File: src/rtl/tv_pkg.sv
// Shared composite levels and screen geometry for the TV video path.
// Pure constants; no logic.
// Imported by the fetch decoder and the pixel shifter.
package tv_pkg;
    localparam logic [1:0] CV_SYNC  = 2'b00;
    localparam logic [1:0] CV_BLACK = 2'b01;
    localparam logic [1:0] CV_GREY  = 2'b10;
    localparam logic [1:0] CV_WHITE = 2'b11;

    localparam int SCR_W          = 256;
    localparam int SCR_H          = 192;
    localparam int BYTES_PER_LINE = 32;
endpackage

File: src/rtl/tv_fetch_addr.sv
// Decodes the fetch window from the beam counters and issues VRAM byte reads.
// Latency: vram_rd/vram_addr registered one clk_in after the fetch tick; rd lasts one cycle.
// No backpressure: VRAM must answer exactly one cycle after vram_rd.
module tv_fetch_addr #(
    parameter int H_START = 96,
    parameter int V_START = 62,
    parameter int ADDR_W  = 13
) (
    input  logic              clk_in,
    input  logic              rst,
    input  logic [8:0]        cntHS,
    input  logic [8:0]        cntVS,
    input  logic              pixel_clk,
    output logic              line_act,
    output logic              vram_rd,
    output logic [ADDR_W-1:0] vram_addr
);
    import tv_pkg::*;

    localparam logic [8:0] V_LO = 9'(V_START);
    localparam logic [8:0] V_HI = 9'(V_START + SCR_H - 1);
    localparam logic [8:0] F_LO = 9'(H_START - 8);
    localparam logic [8:0] F_HI = 9'(H_START + SCR_W - 16);

    logic [7:0]  y8;
    logic [4:0]  col;
    logic [12:0] addr_nxt;
    logic        fetch;

    // Fetch runs one byte ahead of the display, so column 0 is read at H_START-8.
    assign line_act = (cntVS >= V_LO) && (cntVS <= V_HI);
    assign y8       = 8'(cntVS - V_LO);
    assign col      = 5'((cntHS - F_LO) >> 3);
    assign addr_nxt = {y8, col};
    assign fetch    = pixel_clk && line_act && (cntHS[2:0] == 3'd0) &&
                      (cntHS >= F_LO) && (cntHS <= F_HI);

    always_ff @(posedge clk_in or negedge rst) begin
        if (!rst) begin
            vram_rd   <= 1'b0;
            vram_addr <= '0;
        end else begin
            vram_rd <= fetch;
            if (fetch) begin
                vram_addr <= ADDR_W'(addr_nxt);
            end
        end
    end
endmodule

File: src/rtl/tv_pixel_shift.sv
// Serialises 1-bpp VRAM bytes MSB-first and mixes pixels, border and sync into composite.
// Latency: pixel x on composite from the tick at cntHS=H_START+x; byte fetched 8 ticks ahead.
// No backpressure: advances only on pixel_clk ticks, VRAM data is captured unconditionally.
module tv_pixel_shift #(
    parameter int H_START = 96,
    parameter int V_START = 62,
    parameter int ADDR_W  = 13
) (
    input  logic              clk_in,
    input  logic              rst,
    input  logic [8:0]        cntHS,
    input  logic [8:0]        cntVS,
    input  logic              pixel_clk,
    input  logic              sync_in,
    input  logic              invert,
    input  logic              border_white,
    output logic              vram_rd,
    output logic [ADDR_W-1:0] vram_addr,
    input  logic [7:0]        vram_q,
    output logic [1:0]        composite
);
    import tv_pkg::*;

    localparam logic [8:0] H_LO = 9'(H_START);
    localparam logic [8:0] H_HI = 9'(H_START + SCR_W - 1);

    logic       line_act;
    logic       h_act;
    logic       active;
    logic       load;
    logic       pix;
    logic       rd_d;
    logic [7:0] hold;
    logic [7:0] shreg;

    tv_fetch_addr #(
        .H_START (H_START),
        .V_START (V_START),
        .ADDR_W  (ADDR_W)
    ) u_fetch (
        .clk_in    (clk_in),
        .rst       (rst),
        .cntHS     (cntHS),
        .cntVS     (cntVS),
        .pixel_clk (pixel_clk),
        .line_act  (line_act),
        .vram_rd   (vram_rd),
        .vram_addr (vram_addr)
    );

    assign h_act  = (cntHS >= H_LO) && (cntHS <= H_HI);
    assign active = line_act && h_act;
    assign load   = active && (cntHS[2:0] == 3'd0);
    // On a byte boundary the first pixel comes straight from hold, not the stale shifter.
    assign pix    = load ? hold[7] : shreg[6];

    always_ff @(posedge clk_in or negedge rst) begin
        if (!rst) begin
            rd_d      <= 1'b0;
            hold      <= '0;
            shreg     <= '0;
            composite <= CV_SYNC;
        end else begin
            rd_d <= vram_rd;
            if (rd_d) begin
                hold <= vram_q;
            end
            if (pixel_clk) begin
                if (active) begin
                    shreg <= load ? hold : (shreg << 1);
                end
                if (!sync_in) begin
                    composite <= CV_SYNC;
                end else if (active) begin
                    composite <= (pix ^ invert) ? CV_WHITE : CV_BLACK;
                end else begin
                    composite <= border_white ? CV_GREY : CV_BLACK;
                end
            end
        end
    end
endmodule

File: config.mk
export PLATFORM = sky130hd
export DESIGN_NAME = tv_pixel_shift
export DESIGN_NICKNAME = d
export VERILOG_FILES = /design/src/rtl/tv_pkg.sv /design/src/rtl/tv_fetch_addr.sv /design/src/rtl/tv_pixel_shift.sv
export SDC_FILE = /design/constraint.sdc
export NUM_CORES = 1
export LEC_CHECK = 0
export CAP_MARGIN = 20
export CORE_ASPECT_RATIO = 1.4
export CORE_MARGIN = 10
export CORE_UTILIZATION = 40
export CTS_BUF_LIST = sky130_fd_sc_hd__clkbuf_8
export DETAILED_ROUTE_END_ITERATION = 16
export GPL_ROUTABILITY_DRIVEN = 0
export PLACE_DENSITY = 0.69
export SETUP_SLACK_MARGIN = 0.05
export SLEW_MARGIN = 20
export SYNTH_ARGS = -nofsm -noshare
export SYNTH_HDL_FRONTEND = slang
export SYNTH_SLANG_ARGS = --single-unit
File: constraint.sdc
create_clock -name clk_in -period 2 [get_ports clk_in]
set_input_delay 0.4 -clock clk_in [delete_from_list [all_inputs] [get_ports clk_in]]
set_output_delay 0.4 -clock clk_in [all_outputs]
set_load 0.02 [all_outputs]
==> results of run 1 <==
[path summary, 6_finish.rpt]
path / from / slack [ns] / end
min: u_fetch.vram_rd$_DFF_PN0_ / 0.39 / rd_d$_DFF_PN0_
min reg2reg: u_fetch.vram_rd$_DFF_PN0_ / 0.39 / rd_d$_DFF_PN0_
max: cntHS[7] / 0.12 / shreg[4]$_DFFE_PN0P_
max reg2reg: hold[7]$_DFFE_PN0P_ / 0.77 / composite[1]$_DFFE_PN0P_
max in group asynchronous: rst / 1.20 / composite[1]$_DFFE_PN0P_
min in group asynchronous: rst / 0.51 / hold[2]$_DFFE_PN0P_
[routing by layer]
metal	wire [um]	up-vias
met4	82	0
met5	0	-
li1	-	613
met2	2160	44
met1	1740	609
met3	309	10
[flip-flops by register name, summed over array words and instances, names as in the netlist]
| signal | cells |
|---|---|
| hold | 8 |
| u_fetch.vram_addr | 13 |
| shreg | 7 |
| composite | 2 |
| u_fetch.vram_rd | 1 |
| rd_d | 1 |
[cell families (layout without fill, tap and decap cells)]
group,count (synthesis),count (layout),synth area share
compound gates,17,17,0.0757
xor+xnor,9,9,0.0486
fa+ha+maj,3,3,0.0232
buf+inv,9,93,0.0363
flops,32,32,0.494
mux,34,34,0.249
simple gates,21,21,0.0726
[through the flow]
step / setup TNS, ns / area (sq um) / hold slack (ns) / worst slack [ns] / utilization
after global routing: 0 / 2520 / 0.409 / 0.0627 / 0.642
after CTS: 0 / 2500 / 0.391 / 0.0530 / 0.639
after global placement: -8.80 / 2330 / 0.366 / -0.484 / 0.594
after floorplan: 0 / 1630 / 0.104 / 0.0545 / -
final: 0 / 2520 / 0.389 / 0.120 / 0.642
after detailed placement: -10.39 / 2330 / 0.373 / -0.533 / 0.594
[cell usage in the layout, fill, tap and decap left out, types with 2 or more instances in the layout]
cell type / n
xor2_1: 4
nor2_1: 3
dlygate4sd2_1: 5
dfrtp_1: 32
xnor2_1: 5
o22ai_1: 2
nand2_1: 4
mux2i_1: 4
mux2_4: 7
buf_6: 2
clkdlybuf4s50_1: 35
nor2b_1: 2
clkbuf_2: 4
a21oi_1: 4
nand3_1: 4
mux2_2: 23
inv_1: 4
buf_4: 31
ha_4: 2
clkbuf_8: 7
[report_power, final]
group          switching [mW]  total, mW  internal (mW)
Combinational           0.231      0.575          0.344
Clock                   0.232      0.671          0.439
Sequential             0.0681      0.845          0.777
Total                   0.530       2.09           1.56
[what timing repair did]
item,in CTS,in global routing
pin swaps,5,5
gates resized for setup,25,16
setup endpoints to repair,21,14
cloned,0,0
setup buffers,6,0
[worst reg2reg max path: cells and delay by family (launching register included)]
kind / cells / cell delay, ns
flip-flops: 1 / 0.38
AO/OA/AOI/OAI: 1 / 0.34
XOR/XNOR: 1 / 0.17
multiplexers: 1 / 0.16
AND/OR/NAND/NOR: 1 / 0.06
[cell type report]
cell class / instances / area share
clock buffer: 7 / 0.0383
sequential: 32 / 0.318
tap: 43 / 0.0214
clock inverter: 1 / 0.0119
timing repair buffer: 80 / 0.285
multi-input combinational: 84 / 0.318
inverter: 5 / 0.00746
==> results.yml, run 1 <==
timing:
  finalCritPeriodShare: 0.940
  tightestPinTransition_ns: 0.390
  relSlewSlack: 0.740
  slew_violations: 0
  final.min_clock_period_ns: 1.88
  rsz0062_at_grt: "no"
  max_clock_freq_mhz: 532
  finalSetupViolations: 0
  fin_skew_ns: 0.00487
  hold_viol: 0
critical_path:
  critPathKind: "in2reg"
  worst-path-stages: 5
  cp.required_ns: 2.17
  crit_path_cell_trace: "clkdlybuf4s50_1 -> nand2b_1 -> o31ai_1 -> and3_2 -> mux2_2"
  worstPathArrival_ns: 2.05
  worstRegToRegCells: 4
  critical-path-top-delay-family: "simple AND/OR/NAND/NOR gates"
  crit_path_max_fanout: 7
  startpoint_type: "input pin"
  crit_path_end_kind: "flip-flop"
  crit_slowest_cell: "clkdlybuf4s50_1"
  slowest_delay_ns: 0.43
  crit_buf_inv: 1
place:
  io_buffers: 47
  dpl.hpwl_mm: 3.27
  dp.cells: 238
grt:
  overflow: 0
  grt_max_degree: 33
  grt_pass1_wl_mm: 6.95
  antenna_found_initial: 0
  busiest_layer: "met2"
  grt_use_met2: 0.214
  use_met3: 0.0530
  grt_usage: 0.127
  use_met1: 0.135
  first_global_vias: 1476
logic_synthesis:
  ys_ff_latch: 32
  yosysMostFrequentCell: "dfrtp_1"
  ys_async_sr_fraction: 1.00
  syn_inst: 125
  synth-edff-count: 0
  synth_cell_types: 34
  ys.warnings.count: 0
  ys_seq_area_frac: 0.494
  syn_nets: 160
  synth_top_cell_by_area: "dfrtp_1"
  synth_area_sq_um: 1620
  synth.avg_cell_area_sq_um: 13.0
  ys_top_cells_by_count: "dfrtp_1 (32), mux2_2 (23), mux2_4 (7)"
  synthFlopType: "dfrtp_1"
  synth_top_area_share: 0.494
  synth.area.top_cells: "dfrtp_1 (49%), mux2_2 (16%), mux2_4 (6.5%), xnor2_1 (2.7%), mux2i_1 (2.5%)"
clock_network:
  cts-htree-levels: 2
  cts_buffers: 5
  cts_max_path_buffers: 2
  clkSinkCount: 32
  clk-insertion-delay-late_ns: 0.28
  hold_buffers: 0
  path_clk_slew_ns: 0.06
  cts_tree: "yes"
  cts.root.buffer_cell: "clkbuf_8"
die:
  die_h_um: 95.3
  rows: 27
  core-area_sq_um: 3920
  ios: 48
  initial_utilization: 0.413
  die_x_um: 73.8
  dieArea_sq_um: 7030
pwr:
  total_power_mw: 2.09
  cellPowerDensity_nw_per_um2: 831
  ir_worst_vdd_mv: 0.542
  p_leak_nw: 1.17
cells_and_area:
  synthToLayoutAreaGrowth_pct: 55.4
  num_antenna_cells: 0
  multi_input_area_sq_um: 801
  final_net_count: 243
  drive_gt1_frac: 0.421
  seqCellArea_sq_um: 801
  stdcell_count: 252
  fillers: 315
detailed_routing:
  route.detailed.drc: 0
  wl_per_cell_um: 17.0
  ant_nets: 0
  drt_first_pass_iters: 4
  first_iter_violations: 47
  drt-total-wl_mm: 4.29
  dr_total_vias: 1276
  viasPerCell: 5.06
min_path:
  min_path_cells: 0
  min_path_type: "reg2reg"
run_status:
  outcome: "completed"
job:
  drv_cap: 0
Power figures use the tool's default switching activity.
==> inputs of run 2 (changes only) <==
--- a/config.mk
+++ b/config.mk
@@ -13,6 +13,7 @@
 export DETAILED_ROUTE_END_ITERATION = 16
 export GPL_ROUTABILITY_DRIVEN = 0
 export PLACE_DENSITY = 0.69
+export REMOVE_ABC_BUFFERS = 1
 export SETUP_SLACK_MARGIN = 0.05
 export SLEW_MARGIN = 20
 export SYNTH_ARGS = -nofsm -noshare
==> results.yml, run 2 (synthesis results as in run 1) <==
pwr:
  cellPowerDensity_nw_per_um2: 767
  p_leak_nw: 1.19
  ir_worst_vdd_mv: 0.562
die:
  die_x_um: 73.8
  core-area_sq_um: 3920
  rows: 27
  initial_utilization: 0.413
  die_h_um: 95.3
  ios: 48
  dieArea_sq_um: 7030
grt:
  overflow: 0
  first_global_vias: 1491
  grt_usage: 0.130
  grt_max_degree: 33
  antenna_found_initial: 0
  grt_pass1_wl_mm: 7.12
clock_network:
  clkSinkCount: 32
  cts_max_path_buffers: 2
  clk-insertion-delay-late_ns: 0.28
  path_clk_slew_ns: 0.07
  cts_tree: "yes"
  cts.root.buffer_cell: "clkbuf_8"
  cts-htree-levels: 2
  cts_buffers: 5
critical_path:
  startpoint_type: "input pin"
  slowest_delay_ns: 0.45
  crit_slowest_cell: "clkdlybuf4s50_1"
  critical-path-top-delay-family: "buffers and inverters"
  worstPathArrival_ns: 2.09
  crit_buf_inv: 2
  regToRegSetupSlack_ns: 0.75
  crit_path_end_kind: "flip-flop"
  critPathKind: "in2reg"
  crit_path_max_fanout: 7
  cp.required_ns: 2.17
  crit_path_cell_trace: "clkdlybuf4s50_1 -> nand2_1 -> a31oi_1 -> a221oi_2 -> and4_4 -> buf_12 -> mux2_2"
min_path:
  min_path_type: "reg2reg"
timing:
  fin_skew_ns: 0.00929
  tightestPinTransition_ns: 0.395
  slew_violations: 0
  final.min_clock_period_ns: 1.91
  relSlewSlack: 0.737
  layout_setup_ws_ns: 0.0872
  rsz0062_at_grt: "no"
  finalCritPeriodShare: 0.956
  max_clock_freq_mhz: 523
  hold_viol: 0
  finalSetupViolations: 0
cells_and_area:
  largestRegisters: "u_fetch.vram_addr: 13 flops, hold: 8 flops, shreg: 7 flops"
  num_antenna_cells: 0
  design_area_sq_um: 2530
  largest_reg_flops: 13
  top_register: "u_fetch.vram_addr"
  fillers: 322
  layout_common_cells: "clkdlybuf4s50_1 (35), dfrtp_1 (32), buf_4 (32)"
  seqCellArea_sq_um: 801
  drive_gt1_frac: 0.405
  multi_input_area_sq_um: 813
  final_net_count: 244
  final_common_cell: "clkdlybuf4s50_1"
  synthToLayoutAreaGrowth_pct: 56.2
place:
  post-place-ws_ns: -0.639
  dpl.hpwl_mm: 3.15
  io_buffers: 47
  dpl-instance-area_sq_um: 2310
detailed_routing:
  wl_per_cell_um: 16.7
  first_iter_violations: 34
  drt-total-wl_mm: 4.23
  ant_nets: 0
  viasPerCell: 5.15
  dr_total_vias: 1302
  route.detailed.drc: 0
  drt_first_pass_iters: 4
job:
  drv_cap: 0
run_status:
  outcome: "completed"
[run 2: cell count changes in the layout (fill, tap and decap cells not counted), sizes merged]
| cell | before | now |
|---|---|---|
| bufinv | 1 | 0 |
| clkbuf | 11 | 7 |
| clkinvlp | 0 | 1 |
| dlygate4sd2 | 5 | 6 |
| dlymetal6s2s | 1 | 4 |
| inv | 5 | 6 |
[run 2: per-stage QoR]
step	cells	setup TNS, ns	hold WS, ns	total power, mW	util
4_1_cts	251	0	0.386	1.97	0.637
3_5_place_dp	237	-12.07	0.370	1.43	0.590
3_3_place_gp	237	-10.27	0.363	1.41	0.590
2_1_floorplan	121	-2.75	0.104	1.13	-
6_report	253	0	0.382	1.94	0.646
5_1_grt	253	0	0.406	2.06	0.646
[run 2: path summary, 6_finish.rpt]
check                                               start                               end  cells past startpoint
worst max-delay path                             cntVS[7]  u_fetch.vram_addr[1]$_DFFE_PN0P_                      7
worst min-delay path            u_fetch.vram_rd$_DFF_PN0_                    rd_d$_DFF_PN0_                      0
worst max register to register        hold[7]$_DFFE_PN0P_          composite[1]$_DFFE_PN0P_                      4
worst min register to register  u_fetch.vram_rd$_DFF_PN0_                    rd_d$_DFF_PN0_                      0
max in group asynchronous                             rst               hold[5]$_DFFE_PN0P_                      2
min in group asynchronous                             rst               hold[2]$_DFFE_PN0P_                      2
[run 2: where the power goes]
part | total (mW) | switching [mW] | internal [mW]
Combinational | 0.585 | 0.234 | 0.351
Clock | 0.511 | 0.237 | 0.274
Sequential | 0.846 | 0.0689 | 0.777
Total | 1.94 | 0.539 | 1.40
[run 2: layout make-up]
type | instances | share of cell area
clock inverters | 2 | 0.00445
clock buffers | 6 | 0.0326
inverters | 5 | 0.00741
repair buffers | 81 | 0.297
well taps | 43 | 0.0213
flip-flops and latches | 32 | 0.316
multi-input cells | 84 | 0.321
[run 2: layer usage]
metal  global-route usage  share of wire  vias up
li1                     -              -      618
met5                    0              0        -
met4               0.0436          0.017        0
met2                0.216           0.50       47
met1                0.139           0.40      628
met3               0.0644          0.087        9
[run 2: timing repair]
item,4_1_cts,5_1_grt
gates resized for setup,20,11
buffers inserted,5,2
pin swaps,7,5
endpoints found under the setup margin,21,20
hold buffers,0,0
cloned,1,0
==> inputs of run 3 (changes only) <==
--- a/config.mk
+++ b/config.mk
@@ -12,10 +12,11 @@
 export CTS_BUF_LIST = sky130_fd_sc_hd__clkbuf_8
 export DETAILED_ROUTE_END_ITERATION = 16
 export GPL_ROUTABILITY_DRIVEN = 0
-export PLACE_DENSITY = 0.69
+export PLACE_DENSITY = 0.71
 export REMOVE_ABC_BUFFERS = 1
 export SETUP_SLACK_MARGIN = 0.05
 export SLEW_MARGIN = 20
 export SYNTH_ARGS = -nofsm -noshare
 export SYNTH_HDL_FRONTEND = slang
+export SYNTH_HIERARCHICAL = 1
 export SYNTH_SLANG_ARGS = --single-unit
==> constraint.sdc (replaced) <==
create_clock -name clk_in -period 1.62 [get_ports clk_in]
set_input_delay 0.324 -clock clk_in [delete_from_list [all_inputs] [get_ports clk_in]]
set_output_delay 0.324 -clock clk_in [all_outputs]
set_load 0.02 [all_outputs]
==> results.yml, run 3 <==
logic_synthesis:
  ys_top_cells_by_count: "dfrtp_1 (32), mux2_2 (12), a21oi_1 (10)"
  syn_inst: 138
  ys_seq_area_frac: 0.483
  synth.area.top_cells: "dfrtp_1 (48%), mux2_2 (8.2%), mux2i_1 (5.4%), mux2_1 (4.8%), xnor2_1 (3.2%)"
  yosysMostFrequentCell: "dfrtp_1"
  synth_cell_types: 36
  synth_top_cell_by_area: "dfrtp_1"
  synth-edff-count: 0
  synthFlopType: "dfrtp_1"
  synth_area_sq_um: 1660
  synth_top_area_share: 0.483
  ys_async_sr_fraction: 1.00
  ys.warnings.count: 6
  ys_ff_latch: 32
  synth.avg_cell_area_sq_um: 12.0
detailed_routing:
  dr_total_vias: 1423
  ant_nets: 0
  wl_per_cell_um: 18.6
  drt-total-wl_mm: 4.99
  first_iter_violations: 78
  drt_first_pass_iters: 4
  route.detailed.drc: 0
  viasPerCell: 5.31
job:
  drv_cap: 0
place:
  io_buffers: 47
  dp.cells: 247
  dpl-instance-area_sq_um: 2360
  dpl.hpwl_mm: 3.06
cells_and_area:
  design_area_sq_um: 2810
  final_common_cell: "dfrtp_1"
  layout_common_cells: "dfrtp_1 (32), buf_4 (31), dlygate4sd2_1 (20)"
  drive_gt1_frac: 0.476
  final_net_count: 260
  largest_reg_flops: 13
  largestRegisters: "u_fetch/vram_addr: 13 flops, hold: 8 flops, shreg: 7 flops"
  synthToLayoutAreaGrowth_pct: 69.9
  stdcell_count: 268
  top_register: "u_fetch/vram_addr"
  num_antenna_cells: 0
grt:
  grt_usage: 0.141
  grt_pass1_wl_mm: 7.90
  overflow: 0
  first_global_vias: 1597
  grt_max_degree: 33
  antenna_found_initial: 0
pwr:
  cellPowerDensity_nw_per_um2: 905
  ir_worst_vdd_mv: 0.772
  p_leak_nw: 1.29
clock_network:
  cts_tree: "yes"
  clk-insertion-delay-late_ns: 0.28
  cts_max_path_buffers: 2
  cts.root.buffer_cell: "clkbuf_8"
  cts-htree-levels: 2
  path_clk_slew_ns: 0.07
  clkSinkCount: 32
  hold_buffers: 0
  cts_buffers: 5
critical_path:
  crit_buf_inv: 4
  critical-path-top-delay-family: "buffers and inverters"
  startpoint_type: "input pin"
  slowest_delay_ns: 0.39
  cp.required_ns: 1.79
  crit_path_max_fanout: 7
  crit_path_end_kind: "flip-flop"
  crit_path_cell_trace: "buf_8 -> ha_4 -> buf_6 -> a21oi_4 -> nor4_4 -> buf_4 -> nor4b_4 -> clkbuf_16 -> mux2_4"
  critPathKind: "in2reg"
  crit_slowest_cell: "nor4b_4"
  worstPathArrival_ns: 1.97
die:
  die_h_um: 96.1
  die_x_um: 74.4
  dieArea_sq_um: 7150
  ios: 48
  initial_utilization: 0.419
  core-area_sq_um: 3950
  rows: 27
timing:
  finalSetupViolations: 22
  slew_violations: 0
  max_clock_freq_mhz: 556
  tightestPinTransition_ns: 0.413
  fin_skew_ns: 0.00410
  relSlewSlack: 0.725
  final.min_clock_period_ns: 1.80
  layout_setup_ws_ns: -0.178
  rsz0062_at_grt: "yes"
  finalCritPeriodShare: 1.11
  hold_viol: 0
run_status:
  outcome: "finished, violations left"
  violations: "negative setup slack"
min_path:
  min_path_type: "reg2reg"
run 3: area by class of cell:
| class | instances | area (sq um) |
|---|---|---|
| Fill cell | 282 | 1140 |
| Multi-Input combinational cell | 94 | 1080 |
| Sequential cell | 32 | 801 |
| Timing Repair Buffer | 84 | 762 |
| Clock buffer | 6 | 82.6 |
| Tap cell | 43 | 53.8 |
| Inverter | 7 | 26.3 |
| Clock inverter | 2 | 10.0 |
run 3: per-layer routing:
metal  vias to the layer above  wire length (um)  global-route usage
met5                         -                 0                   0
met4                         0                59              0.0413
met3                         6               369              0.0587
met2                        52              2600               0.241
met1                       693              1960               0.154
li1                        672                 -                   -
run 3: cell families after synthesis:
logic type               after synthesis  synth area share
AND/OR/NAND/NOR                       28             0.116
adder cells (fa/ha/maj)                4            0.0302
flip-flops                            32             0.483
XOR/XNOR                               9            0.0476
multiplexers                          29             0.192
buffers and inverters                 12            0.0325
AO/OA/AOI/OAI                         24            0.0989
run 3: worst paths after layout:
path | start | endpoint | slack, ns | cells past startpoint
worst max-delay path | cntVS[1] | u_fetch/vram_addr[8]$_DFFE_PN0P_ | -0.18 | 9
worst min-delay path | u_fetch/vram_rd$_DFF_PN0_ | rd_d$_DFF_PN0_ | 0.37 | 0
worst max register to register | rd_d$_DFF_PN0_ | hold[7]$_DFFE_PN0P_ | 0.57 | 1
worst min register to register | u_fetch/vram_rd$_DFF_PN0_ | rd_d$_DFF_PN0_ | 0.37 | 0
max in group asynchronous | rst | u_fetch/vram_addr[5]$_DFFE_PN0P_ | 0.88 | 2
min in group asynchronous | rst | hold[1]$_DFFE_PN0P_ | 0.44 | 2
run 3: timing repair:
action / in CTS / in global routing
pin swaps: 19 / 6
cloned: 2 / 0
buffers inserted: 9 / 2
resized for setup: 110 / 18
endpoints found under the setup margin: 37 / 23
run 3: metrics by stage:
stage	TNS [ns]	utilization	power [mW]	setup WS [ns]	hold slack, ns
floorplan	-6.48	-	1.38	-0.360	0.0284
global placement	-16.69	0.597	1.75	-0.769	0.359
detailed placement	-17.90	0.597	1.77	-0.830	0.371
CTS	-1.17	0.691	2.49	-0.162	0.361
global route	-3.62	0.712	2.69	-0.207	0.384
finish	-2.36	0.712	2.55	-0.178	0.371
run 3: power by group:
part	switching, mW	total [mW]	internal (mW)
clock	0.281	0.619	0.338
combinational	0.413	0.858	0.445
sequential	0.106	1.07	0.965
total	0.800	2.55	1.75
